## src/rtl/tetris_uart_reporter.sv

```systemverilog
// Formats game status (START / score / OVER lines) as ASCII and drives it out through the uart tx handshake.
// Optional rx echo path is compiled in with `define TETRIS_UART_ECHO_EN.
module tetris_uart_reporter #(
    parameter int SCORE_DIGITS = 4,
    parameter int BUSY_TIMEOUT = 1_000_000
) (
    input  logic                      clk,
    input  logic                      reset,
    input  logic                      start,
    input  logic                      over,
    input  logic [4*SCORE_DIGITS-1:0] score,
    input  logic                      received,
    input  logic [7:0]                rx_byte,
    input  logic                      is_transmitting,
    output logic                      transmit,
    output logic [7:0]                tx_byte,
    output logic                      busy
);

    localparam int SW      = 4 * SCORE_DIGITS;
    localparam int MSG_MAX = 5 + SCORE_DIGITS + 2;
    localparam int IDX_W   = $clog2(MSG_MAX);
    localparam int CNT_W   = (BUSY_TIMEOUT > 1) ? $clog2(BUSY_TIMEOUT) : 1;
    localparam logic [CNT_W-1:0] CNT_LAST = CNT_W'(BUSY_TIMEOUT - 1);
    localparam logic [7:0] CR = 8'h0D;
    localparam logic [7:0] LF = 8'h0A;

    typedef enum logic [1:0] {IDLE, LOAD, WAIT_HI, WAIT_LO} state_t;
    typedef enum logic [1:0] {MSG_START, MSG_SCORE, MSG_OVER, MSG_ECHO} msg_t;

    state_t           state, state_nx;
    msg_t             msg, sel_msg;
    logic [IDX_W-1:0] idx, last_idx;
    logic [CNT_W-1:0] to_cnt;
    logic [SW-1:0]    snap, prev_score;
    logic             prev_start, prev_over;
    logic             pend_start, pend_over, pend_score, pend_echo;
    logic             set_start, set_over, set_score;
    logic             clr_start, clr_over, clr_score;
    logic             any_pend, choose, is_last, hi_done;
    logic [7:0]       echo_tx, cur_byte, tx_hold;
    logic [3:0]       dig_nib;
    int               idx_i, dig_pos;

    assign set_start = start & ~prev_start;
    assign set_over  = over & ~prev_over;
    assign set_score = (score != prev_score) & start & ~over;

    assign any_pend = pend_over | pend_start | pend_score | pend_echo;
    assign choose   = (state == IDLE) & any_pend;

    always_comb begin
        if (pend_over)       sel_msg = MSG_OVER;
        else if (pend_start) sel_msg = MSG_START;
        else if (pend_score) sel_msg = MSG_SCORE;
        else                 sel_msg = MSG_ECHO;
    end

    assign clr_over  = choose & (sel_msg == MSG_OVER);
    assign clr_start = choose & (sel_msg == MSG_START);
    assign clr_score = choose & (sel_msg == MSG_SCORE);

    // NOTE: set wins over clear so an event landing in the arbitration cycle is never lost.
    always_ff @(posedge clk) begin
        if (reset) begin
            prev_start <= 1'b0;
            prev_over  <= 1'b0;
            prev_score <= '0;
            pend_start <= 1'b0;
            pend_over  <= 1'b0;
            pend_score <= 1'b0;
        end else begin
            prev_start <= start;
            prev_over  <= over;
            prev_score <= score;
            pend_start <= (pend_start & ~clr_start) | set_start;
            pend_over  <= (pend_over & ~clr_over) | set_over;
            pend_score <= (pend_score & ~clr_score) | set_score;
        end
    end

`ifdef TETRIS_UART_ECHO_EN
    logic [7:0] echo_buf;
    logic       clr_echo;

    assign clr_echo = choose & (sel_msg == MSG_ECHO);

    always_ff @(posedge clk) begin
        if (reset) begin
            pend_echo <= 1'b0;
            echo_buf  <= 8'h00;
            echo_tx   <= 8'h00;
        end else begin
            pend_echo <= (pend_echo & ~clr_echo) | received;
            if (received) echo_buf <= rx_byte;
            if (clr_echo) echo_tx <= echo_buf;
        end
    end
`else
    logic unused_rx;
    assign unused_rx = ^{received, rx_byte};
    assign pend_echo = 1'b0;
    assign echo_tx   = 8'h00;
`endif

    always_comb begin
        unique case (msg)
            MSG_START: last_idx = IDX_W'(6);
            MSG_SCORE: last_idx = IDX_W'(SCORE_DIGITS + 3);
            MSG_OVER:  last_idx = IDX_W'(SCORE_DIGITS + 6);
            MSG_ECHO:  last_idx = (echo_tx == CR) ? IDX_W'(1) : IDX_W'(0);
        endcase
    end

    assign is_last = (idx == last_idx);
    assign hi_done = is_transmitting | (to_cnt == CNT_LAST);
    assign idx_i   = int'(idx);

    // Digit position within the score field, 0 being the most significant nibble.
    assign dig_pos = (msg == MSG_OVER) ? idx_i - 5 : idx_i - 2;

    always_comb begin
        dig_nib = 4'h0;
        for (int d = 0; d < SCORE_DIGITS; d++)
            if (dig_pos == d) dig_nib = snap[4*(SCORE_DIGITS-1-d) +: 4];
    end

    always_comb begin
        cur_byte = 8'h00;
        unique case (msg)
            MSG_START: begin
                case (idx_i)
                    0:       cur_byte = "S";
                    1:       cur_byte = "T";
                    2:       cur_byte = "A";
                    3:       cur_byte = "R";
                    4:       cur_byte = "T";
                    5:       cur_byte = CR;
                    default: cur_byte = LF;
                endcase
            end
            MSG_SCORE: begin
                if (idx_i == 0)                      cur_byte = "S";
                else if (idx_i == 1)                 cur_byte = " ";
                else if (idx_i < 2 + SCORE_DIGITS)   cur_byte = (dig_nib <= 4'd9) ? {4'h3, dig_nib} : 8'h3F;
                else if (idx_i == 2 + SCORE_DIGITS)  cur_byte = CR;
                else                                 cur_byte = LF;
            end
            MSG_OVER: begin
                if (idx_i == 0)                      cur_byte = "O";
                else if (idx_i == 1)                 cur_byte = "V";
                else if (idx_i == 2)                 cur_byte = "E";
                else if (idx_i == 3)                 cur_byte = "R";
                else if (idx_i == 4)                 cur_byte = " ";
                else if (idx_i < 5 + SCORE_DIGITS)   cur_byte = (dig_nib <= 4'd9) ? {4'h3, dig_nib} : 8'h3F;
                else if (idx_i == 5 + SCORE_DIGITS)  cur_byte = CR;
                else                                 cur_byte = LF;
            end
            MSG_ECHO: cur_byte = (idx_i == 0) ? echo_tx : LF;
        endcase
    end

    always_ff @(posedge clk) begin
        if (reset) state <= IDLE;
        else       state <= state_nx;
    end

    always_comb begin
        state_nx = state;
        unique case (state)
            IDLE:    if (any_pend) state_nx = LOAD;
            LOAD:    state_nx = WAIT_HI;
            WAIT_HI: if (hi_done) state_nx = WAIT_LO;
            WAIT_LO: if (!is_transmitting) state_nx = is_last ? IDLE : LOAD;
        endcase
    end

    always_ff @(posedge clk) begin
        if (reset) begin
            msg     <= MSG_START;
            snap    <= '0;
            idx     <= '0;
            to_cnt  <= '0;
            tx_hold <= 8'h00;
        end else begin
            if (choose) begin
                msg  <= sel_msg;
                snap <= score;
                idx  <= '0;
            end else if (state == WAIT_LO && !is_transmitting && !is_last) begin
                idx <= idx + IDX_W'(1);
            end
            if (state == LOAD) tx_hold <= cur_byte;
            if (state == WAIT_HI && !hi_done) to_cnt <= to_cnt + CNT_W'(1);
            else                              to_cnt <= '0;
        end
    end

    always_comb begin
        transmit = (state == LOAD);
        tx_byte  = (state == LOAD) ? cur_byte : tx_hold;
        busy     = (state != IDLE) | any_pend;
    end

endmodule

```

## config.mk

```make
export PLATFORM = sky130hd
export DESIGN_NAME = tetris_uart_reporter
export DESIGN_NICKNAME = d
export VERILOG_FILES = /design/src/rtl/tetris_uart_reporter.sv
export SDC_FILE = /design/constraint.sdc
export NUM_CORES = 1
export LEC_CHECK = 0
export CAP_MARGIN = 15
export CORE_MARGIN = 5
export CORE_UTILIZATION = 49
export CTS_CLUSTER_DIAMETER = 60
export DETAILED_ROUTE_END_ITERATION = 8
export HOLD_SLACK_MARGIN = 0.05
export PLACE_DENSITY = 0.81
export SLEW_MARGIN = 0
export SYNTH_ARGS = -nofsm -noshare
export SYNTH_HDL_FRONTEND = slang
export SYNTH_SLANG_ARGS = --single-unit
```

## constraint.sdc

```tcl
create_clock -name clk -period 3.8 [get_ports clk]
set_input_delay 1.14 -clock clk [delete_from_list [all_inputs] [get_ports clk]]
set_output_delay 1.14 -clock clk [all_outputs]
set_load 0.02 [all_outputs]
```

== Yosys cells after proc, flatten, opt, wreduce, memory -nomap -nowiden ==
Cells that the tools add are included.
W data, S select, Z words.
Word-level totals
  register bits after elaboration: 73
  input port bits: 30
  output and inout port bits: 10
  word-level logic and storage cells: 119
Operators by class
  add/subtract/negate cells: 4
  magnitude comparators: 3
  equal/unequal tests: 28
  mux-type cells: 30
  bitwise gates (word level): 25
  reduce and logical (&&, ||, !) cells: 17
Operator list (count)
  $logic_not A32 Y1: 3
  $eq A32 B3 Y1 const B: 2
  $mux W7: 5
  $pmux W7 S5: 1
  $eq A32 B2 Y1 const B: 1
  $mux W32: 1
  $pmux W8 S4: 1
  $mux W4: 6
  $mux W6: 4
  $add A20 B1 Y20 const B: 1
  $eq A20 B20 Y1 const B: 1
  $eq A4 B3 Y1 const B: 4
  $ne A16 B16 Y1: 1
  $pmux W4 S4: 1
  $eq A4 B2 Y1 const B: 3
  $eq A4 B4 Y1 const B: 3
  $mux W2: 6
  $and A1 B1 Y1: 11
  $eq A2 B2 Y1 const B: 5
  $mux W8: 1
  $pmux W2 S4: 1
  $not A1 Y1: 7
  $or A1 B1 Y1: 7
  $eq A2 B1 Y1 const B: 3
  other kinds (17): 28

== Logic depth before layout (Yosys ltp) ==
Gate-level depths: netlist (run 1).
  depth after elaboration: 17
  mapped depth: 12
  depth with buffers taken out: 8

== Worst setup path before layout (run 1) ==
Ideal clock, no wire load.
  path kind: register -> output
  from: register idx[1]
  to: output port tx_byte[0]
  arrival time: 2.522 ns
  required time: 2.660 ns
  path slack: 0.138 ns
  stages on the path, launching flop included: 10
  buffers on the path: 2
  cells stage by stage: dfxtp_1 > clkbuf_1 > inv_1 > ha_1 > and3b_1 > clkbuf_1 > or2_1 > o21ai_1 > a311oi_1 > nor3_1
On the way
  cells in the longest elaborated chain, start to end: 17
  elaborated cells on any way between the ends: 43
  those cells by class: add/sub: 2; order compare: 3; eq/ne: 14; mux: 20; reduce/logical: 4
Ends and longest elaborated chain
  start: declaration: line 33  | logic [IDX_W-1:0] idx, last_idx;
  start signal: assignment: line 191  | idx <= idx + IDX_W'(1);
  $sub A4 B2 Y5 / $sub A4 B3 Y5 (equally long branches): line 120  | assign dig_pos = (msg == MSG_OVER) ? idx_i - 5 : idx_i - 2;
  $mux W32: line 120
  $logic_not A32 Y1: line 125  | if (dig_pos == d) dig_nib = snap[4*(SCORE_DIGITS-1-d) +: 4];
  $mux W4 (4 in series): line 125
  $le A4 B4 Y1: line 145, 155
  $mux W4: line 145, 155
  $mux W6: line 155  | else if (idx_i < 5 + SCORE_DIGITS) cur_byte = (dig_nib <= 4'd9) ? {4'h3, dig_nib} : 8'h3F;
  $mux W6: line 154  | else if (idx_i == 4) cur_byte = " ";
  $mux W7: line 153  | else if (idx_i == 3) cur_byte = "R";
  $mux W7: line 152  | else if (idx_i == 2) cur_byte = "E";
  $mux W7: line 151  | else if (idx_i == 1) cur_byte = "V";
  $mux W7: line 150  | if (idx_i == 0) cur_byte = "O";
  $pmux W8 S4 *: line 130  | unique case (msg)
  $mux W8 *
  end: declaration: line 16  | output logic [7:0] tx_byte,
Mark *: on every way between the ends. The rest lies on a longest branch, timed or not. The select of a mux whose other input is x is not followed.

== Final worst setup path (run 1) ==
  from: register idx[0]
  to: output port tx_byte[1]
The elaborated chain is that of the path after synthesis.

==> impl_results.md, run 1 <==
- Outcome: complete, no violations
- Main synth FF type: dfxtp_1
- Initial antenna violation count: 0
- Lkg Pwr: between 0.0015 and 0.002 uW
- Overall Global Routing Usage: 20.1%
- Syn_nets: ~550
- Asr flop ratio synth: 0%
- Max H-tree Level: 3
- # DRC: 0
- DR vias/cell: between 5 and 6
- Max-slew violations: 0
- Type of origin of the critical path: register
- Iteration-0 DRC Markers: between 150 and 200
- Netlist Area Pre-Place: between 4000 and 5000 sq um
- Synth Instances: between 500 and 600
- Synth Warn #: 0
- CP Max Fanout: 5
- Fmax: 274 MHz
- Post-DP HPWL: 7240 microns
- Hold Crit Class: register to register
- IO Pins: 40
- Cell taking the most area after synthesis: dfxtp_1
- Num rows: 33
- Fraction of layout cells with a size suffix above 1: 16.3%
- Global-route wire length before repair: 16600 microns
- Max-cap violations: 0
- Synth top area cells: dfxtp_1, xor2_1, nand2_1
- Synth cell types: 66
- Die height: just over 100 microns
- GPL Wtd Cong: approximately 0.96
- Layout area overhead: 18.6%
- Starting Density: ~50%
- Crit path buffers/inverters: 3
- Fraction of the yosys area taken by sequential cells: 35.7%
- Final setup vio count: 0
- Worst-case clock buffer depth: 2
- Slowest CP cell: dfxtp_4
- Critical Path End Type: output pin
- CP cell instances: inv_2 -> ha_2 -> and3b_2 -> a32oi_2 -> o21bai_1 -> o311ai_2 -> buf_4 -> o2111ai_2 -> nand2_1 -> buf_2
- Pwr dens: roughly 470 nW/um^2
- Placement Cell Area: between 4000 and 5000 sq um
- Total CTS buffers: 9
- Yosys reg bits: 73
- Full die area: between 10000 and 15000 sq um
- Antenna Diode Count: 0
- Clock-pin slew on the worst setup and hold paths: ~80 ps
- Maximum VDD drop: around 0.00028 V
- Root buf cell: clkbuf_8
- Port buffer count: 30
- Top Family by Delay on Critical Path: compound AO/OA/AOI/OAI gates
- Hold Vio Cnt, Final: 0
- Normalized max-slew margin: a little over half
- Largest net degree at the start of global routing: 36
- DR vias: around 3700
- Final min period: between 3000 and 4000 ps
- Post-synth top area share: a little over a third
- Routed WL: between 9000 and 10000 microns
- WS Path Type: register to output pin
- Core ar.: around 8200 sq um
- Avg WL per Cell: ~15 microns
- Worst Skew: between 7 and 8 ps
- Die Span X: between 100 and 150 microns
- Global route overflow: 0
- Max incr delay on CP: around 370 ps
- RSZ-0062 raised after global routing: no
- Clk_lat worst skew: ~350 ps
- Final nets: 597
- Worst Tran Pin Value: a little over 700 ps
- Detail Route Antenna Nets: 0
- Final instance area: between 4000 and 5000 sq um
- Avg Inst Size Synth: between 8 and 9 sq um
- Hold_buf cts: 0
- Post-synth EDFFs: 0
- Setup TNS: 0 ps
- CTS tree: done
- Period utilization: a little under 100%
- Arr. time, crit path: 2510 ps
- Required time worst endpoint: between 2000 and 3000 ps
- Number of global-route vias before repair: 3627
- Initial DRT Pass Iterations: 7
- CTS Sinks: 73
-- final cells by class --
cell class | instances | area [sq um]
clock buffer | 9 | 124
clock inverter | 6 | 45.0
multi-input combinational | 387 | 2490
tap | 105 | 131
timing repair buffer | 66 | 543
sequential | 73 | 1470
inverter | 17 | 63.8
fill | 730 | 3310
-- cells by family after synthesis --
| logic type | after synthesis | synth area share [%] |
|---|---|---|
| muxes | 13 | 3.36 |
| DFF | 73 | 35.7 |
| and+or+nand+nor | 214 | 25.9 |
| AOI/OAI and AO/OA | 110 | 17.4 |
| adders and majority gates | 13 | 3.97 |
| buffers and inverters | 49 | 5.37 |
| xor gates and xnor gates | 37 | 8.37 |
-- layer usage --
layer,vias up,global-route usage (%),wire [microns],share of wire [%]
li1,1845,-,-,-
met4,0,8.69,210,2.1
met2,111,32.4,4770,48
met1,1731,25.6,4440,45
met5,-,0,0,0
met3,16,4.68,431,4.4
-- metrics by stage --
stage,hold slack [ps],setup WS [ps],cells,power [uW],util [%]
2_1_floorplan,430,138,509,1480,-
3_3_place_gp,442,3.62,648,1760,56.7
3_5_place_dp,455,-48.3,648,1780,56.7
4_1_cts,472,27.1,663,2300,59.1
5_1_grt,502,1.87,663,2440,59.5
6_report,470,147,663,2300,59.5
-- flip-flops by register name, indices dropped and copies added (netlist names), 2 cells and up --
name and count:
idx 4, msg 2, prev_score 16, snap 16, state 2, to_cnt 20, tx_hold 8
-- worst paths after layout --
kind                              endpoint  depth (start not counted)  slack (ps)    start
worst min-delay path               snap[4]                          2         470  snap[4]
worst max-delay path            tx_byte[1]                         10         150   idx[0]
worst max register to register      idx[1]                          8        1540   idx[3]
worst min register to register     snap[4]                          2         470  snap[4]
-- synth_stat cells, drive strengths merged (6+ instances only) --
master  number
nor2        52
o21ai       20
nand2b       8
buf         12
mux2i        7
xor2        28
nor2b       26
clkbuf      19
nor3        16
dfxtp       73
ha          13
nor4         9
nand2       63
mux2         6
nand3       15
xnor2        9
a21oi       41
inv         16
-- cells in the final DEF (no fill, tap or decap), drive strengths merged, types with 3 or more instances in the layout --
cell type | synthesis | layout
dfxtp | 73 | 73
xnor2 | 9 | 9
a21oi | 41 | 41
clkinv | 1 | 3
a311oi | 3 | 3
mux2i | 7 | 7
buf | 12 | 39
a31oi | 3 | 3
clkinvlp | 0 | 3
o21ai | 20 | 20
nor2b | 26 | 26
o221ai | 3 | 3
nand2 | 63 | 63
clkdlybuf4s50 | 0 | 23
nor2 | 52 | 52
a211oi | 4 | 4
nand2b | 8 | 8
clkbuf | 19 | 11
a221oi | 3 | 3
o21a | 4 | 4
nor3b | 3 | 3
inv | 16 | 17
and2 | 3 | 3
xor2 | 28 | 28
nand4 | 4 | 4
nor4 | 9 | 9
o211ai | 3 | 3
mux2 | 6 | 6
and3 | 3 | 3
nor3 | 16 | 16
o22ai | 5 | 5
nand3 | 15 | 15
ha | 13 | 13
a22oi | 3 | 3
or2 | 5 | 5
-- worst min-delay path, stage by stage (launching register included) --
cell     delay [ps]
dfxtp_1         320
nand2_1          50
a21oi_1          50
-- power by group --
| group | switching, uW | total [uW] | internal (uW) |
|---|---|---|---|
| Sequential | 60.0 | 913 | 853 |
| Combinational | 493 | 847 | 354 |
| Clock | 303 | 538 | 235 |
-- timing repair --
item | 4_1_cts | 5_1_grt
setup buffers | 0 | 0
resized for setup | 19 | 16
setup endpoints to repair | 6 | 4
pin swaps | 0 | 3
(Power assumes the default switching activity.)
==> inputs of run 2 (changes only) <==
- CTS_CLUSTER_DIAMETER: 60 -> unset
==> results of run 2 <==
The final DEF is identical to that of run 1; final timing and power are the same.
==> inputs of run 3 (changes only) <==
- CORE_UTILIZATION: 49 -> 45
- PLACE_DENSITY: 0.81 -> 0.76
==> impl_results.md, run 3 (synthesis gave the netlist of run 1 again) <==
- Outcome: complete, no violations (unchanged)
- DR vias/cell: 5.51 (was 5.59)
- Critical Path End Type: output pin (unchanged)
- Port buffer count: 30 (unchanged)
- Most flop-heavy register: to_cnt (unchanged)
- Lkg Pwr: 0.00191 uW (was 0.00184 uW)
- Max FFs per register: 20 (unchanged)
- CTS tree: done (unchanged)
- Starting Density: 46.5% (was 50.1%)
- Final worst-path setup slack: 42.5 ps (was 147 ps)
- Pwr dens: 488 nW/um^2 (was 473 nW/um^2)
- Setup WS pre-CTS: 23.8 ps (was -48.3 ps)
- Fmax: 266 MHz (was 274 MHz)
- Fraction of layout cells with a size suffix above 1: 16.4% (was 16.3%)
- Crit path buffers/inverters: 3 (unchanged)
- # DRC: 0 (unchanged)
- WS Path Type: register to output pin (unchanged)
- Max H-tree Level: 3 (unchanged)
- Die Span X: 105 microns (was 101 microns)
- Global-route wire length before repair: 16900 microns (was 16600 microns)
- Avg WL per Cell: 15.0 microns (was 14.9 microns)
- Num rows: 34 (was 33)
- Max-cap violations: 0 (unchanged)
- Die height: 105 microns (was 101 microns)
- Maximum VDD drop: 0.000315 V (was 0.000280 V)
- DR vias: 3717 (was 3703)
- Root buf cell: clkbuf_8 (unchanged)
- Iteration-0 DRC Markers: 239 (was 193)
- Top Family by Delay on Critical Path: simple AND/OR/NAND/NOR gates (was compound AO/OA/AOI/OAI gates)
- Type of origin of the critical path: register (unchanged)
- Hold Vio Cnt, Final: 0 (unchanged)
- Clock-pin slew on the worst setup and hold paths: 80 ps (about the same)
- CP cell instances: inv_1 -> ha_2 -> and3b_2 -> or2_1 -> o311ai_1 -> buf_4 -> o2111ai_1 -> nand2_1 -> clkdlybuf4s15_2 (was inv_2 -> ha_2 -> and3b_2 -> a32oi_2 -> o21bai_1 -> o311ai_2 -> buf_4 -> o2111ai_2 -> nand2_1 -> buf_2)
- Initial antenna violation count: 0 (unchanged)
- Hold_sp: snap[0] (was snap[4])
- Full die area: 11100 sq um (was 10300 sq um)
- Most frequent cells in the layout: dfxtp_1, nand2_1, nor2_1, buf_4, a21oi_1 (was dfxtp_1, nand2_1, nor2_1, a21oi_1, buf_4)
- IO Pins: 40 (unchanged)
- Critical path origin: idx[0] (unchanged)
- Slowest CP cell: dfxtp_4 (unchanged)
- R2r startpoint: idx[0] (was idx[3])
- Filler Cell Count: 780 (was 730)
- R2r setup slk: 1630 ps (was 1540 ps)
- CP Max Fanout: 5 (unchanged)
- Crit Reg-Reg Endpoint: tx_hold[1] (was idx[1])
- Max incr delay on CP: 360 ps (was 370 ps)
- Clk_lat worst skew: 340 ps (was 350 ps)
- R2R cell count: 8 (unchanged)
- GPL Wtd Cong: 0.953 (was 0.962)
- Number of global-route vias before repair: 3611 (was 3627)
- Global route overflow: 0 (unchanged)
- Most common cell after layout, fill and taps aside: dfxtp_1 (unchanged)
- Area of the multi-input gates: 2450 sq um (was 2490 sq um)
- Max-slew violations: 0 (unchanged)
- Core ar.: 8810 sq um (was 8180 sq um)
- Final nets: 604 (was 597)
- FF/Latch Area: 1470 sq um (about the same)
- Layout area overhead: 20.5% (was 18.6%)
- Worst-case clock buffer depth: 2 (unchanged)
- Routed WL: 10100 microns (was 9850 microns)
- Hold Crit Class: register to register (unchanged)
- Normalized max-slew margin: 57.7% (was 52.0%)
- Fin util: 56.1% (was 59.5%)
- CTS Sinks: 73 (unchanged)
- Overall Global Routing Usage: 18.4% (was 20.1%)
- Largest net degree at the start of global routing: 37 (was 36)
- RSZ-0062 raised after global routing: yes (was no)
- Initial DRT Pass Iterations: 5 (was 7)
- Worst Skew: 12.4 ps (was 7.81 ps)
- Worst Tran Pin Value: 629 ps (was 717 ps)
- Arr. time, crit path: 2620 ps (was 2510 ps)
- Post-DP HPWL: 7380 microns (was 7240 microns)
- Detail Route Antenna Nets: 0 (unchanged)
- Period utilization: 98.9% (was 96.1%)
- Required time worst endpoint: 2660 ps (about the same)
- Setup crit end: tx_byte[1] (unchanged)
- Final min period: 3760 ps (was 3650 ps)
- Final setup vio count: 0 (unchanged)
- Antenna Diode Count: 0 (unchanged)
- Total CTS buffers: 9 (unchanged)
- Design Power: 2410 uW (was 2300 uW)
- Largest regs: to_cnt x20, prev_score x16, snap x16 (unchanged)
- Path length in cells of the critical path: 9 (was 10)
==> run 3: how the worst min path moves through the flow <==
| stage | end | cells after the start |
|---|---|---|
| after detailed placement | snap[0] | 2 |
| after global placement | to_cnt[0] | 1 |
| after global routing | snap[0] | 2 |
| after CTS | snap[0] | 2 |
| after floorplan | to_cnt[0] | 1 |
| final | snap[0] | 2 |
==> run 3: area by class of cell <==
| class | count | area share [%] |
|---|---|---|
| multi-input combinational | 387 | 49.7 |
| sequential | 73 | 29.7 |
| timing repair buffer | 73 | 12.3 |
| clock buffer | 10 | 2.79 |
| tap | 108 | 2.74 |
| clock inverter | 6 | 1.47 |
| inverter | 17 | 1.29 |
==> run 3: what timing repair did <==
action	in CTS	in global routing
hold buffers	0	0
pin swaps	1	2
hold endpoints to repair	0	0
endpoints found under the setup margin	6	6
buffers inserted	0	1
gates resized for setup	15	14
==> run 3: routing by layer <==
| layer | vias up | track usage [%] | share of wire [%] | routed length (microns) |
|---|---|---|---|---|
| li1 | 1864 | - | - | - |
| met1 | 1741 | 24.3 | 46 | 4590 |
| met2 | 97 | 30.6 | 48 | 4850 |
| met3 | 15 | 2.63 | 4.0 | 407 |
| met4 | 0 | 7.03 | 2.3 | 235 |
| met5 | - | 0 | 0 | 0 |
==> run 3: where the power goes <==
| group | internal (uW) | switching, uW |
|---|---|---|
| Combinational | 371 | 488 |
| Clock | 328 | 308 |
| Sequential | 853 | 60.5 |
==> run 3: worst reg2reg max path, stage by stage, from the launching register on <==
cell,delay (ps)
dfxtp_4,360
inv_1,80
ha_2,280
and3b_2,260
or2_1,260
o311ai_1,360
buf_4,190
o2111ai_1,140
a21oi_1,170
==> run 3: per-stage QoR <==
| step | setup TNS, ps | hold slack (ps) | instance area (sq um) | std cells |
|---|---|---|---|---|
| floorplan | 0 | 430 | 4100 | 509 |
| global placement | 0 | 446 | 4690 | 657 |
| detailed placement | 0 | 451 | 4690 | 657 |
| CTS | 0 | 463 | 4920 | 673 |
| global route | -91.9 | 498 | 4940 | 674 |
| finish | 0 | 466 | 4940 | 674 |
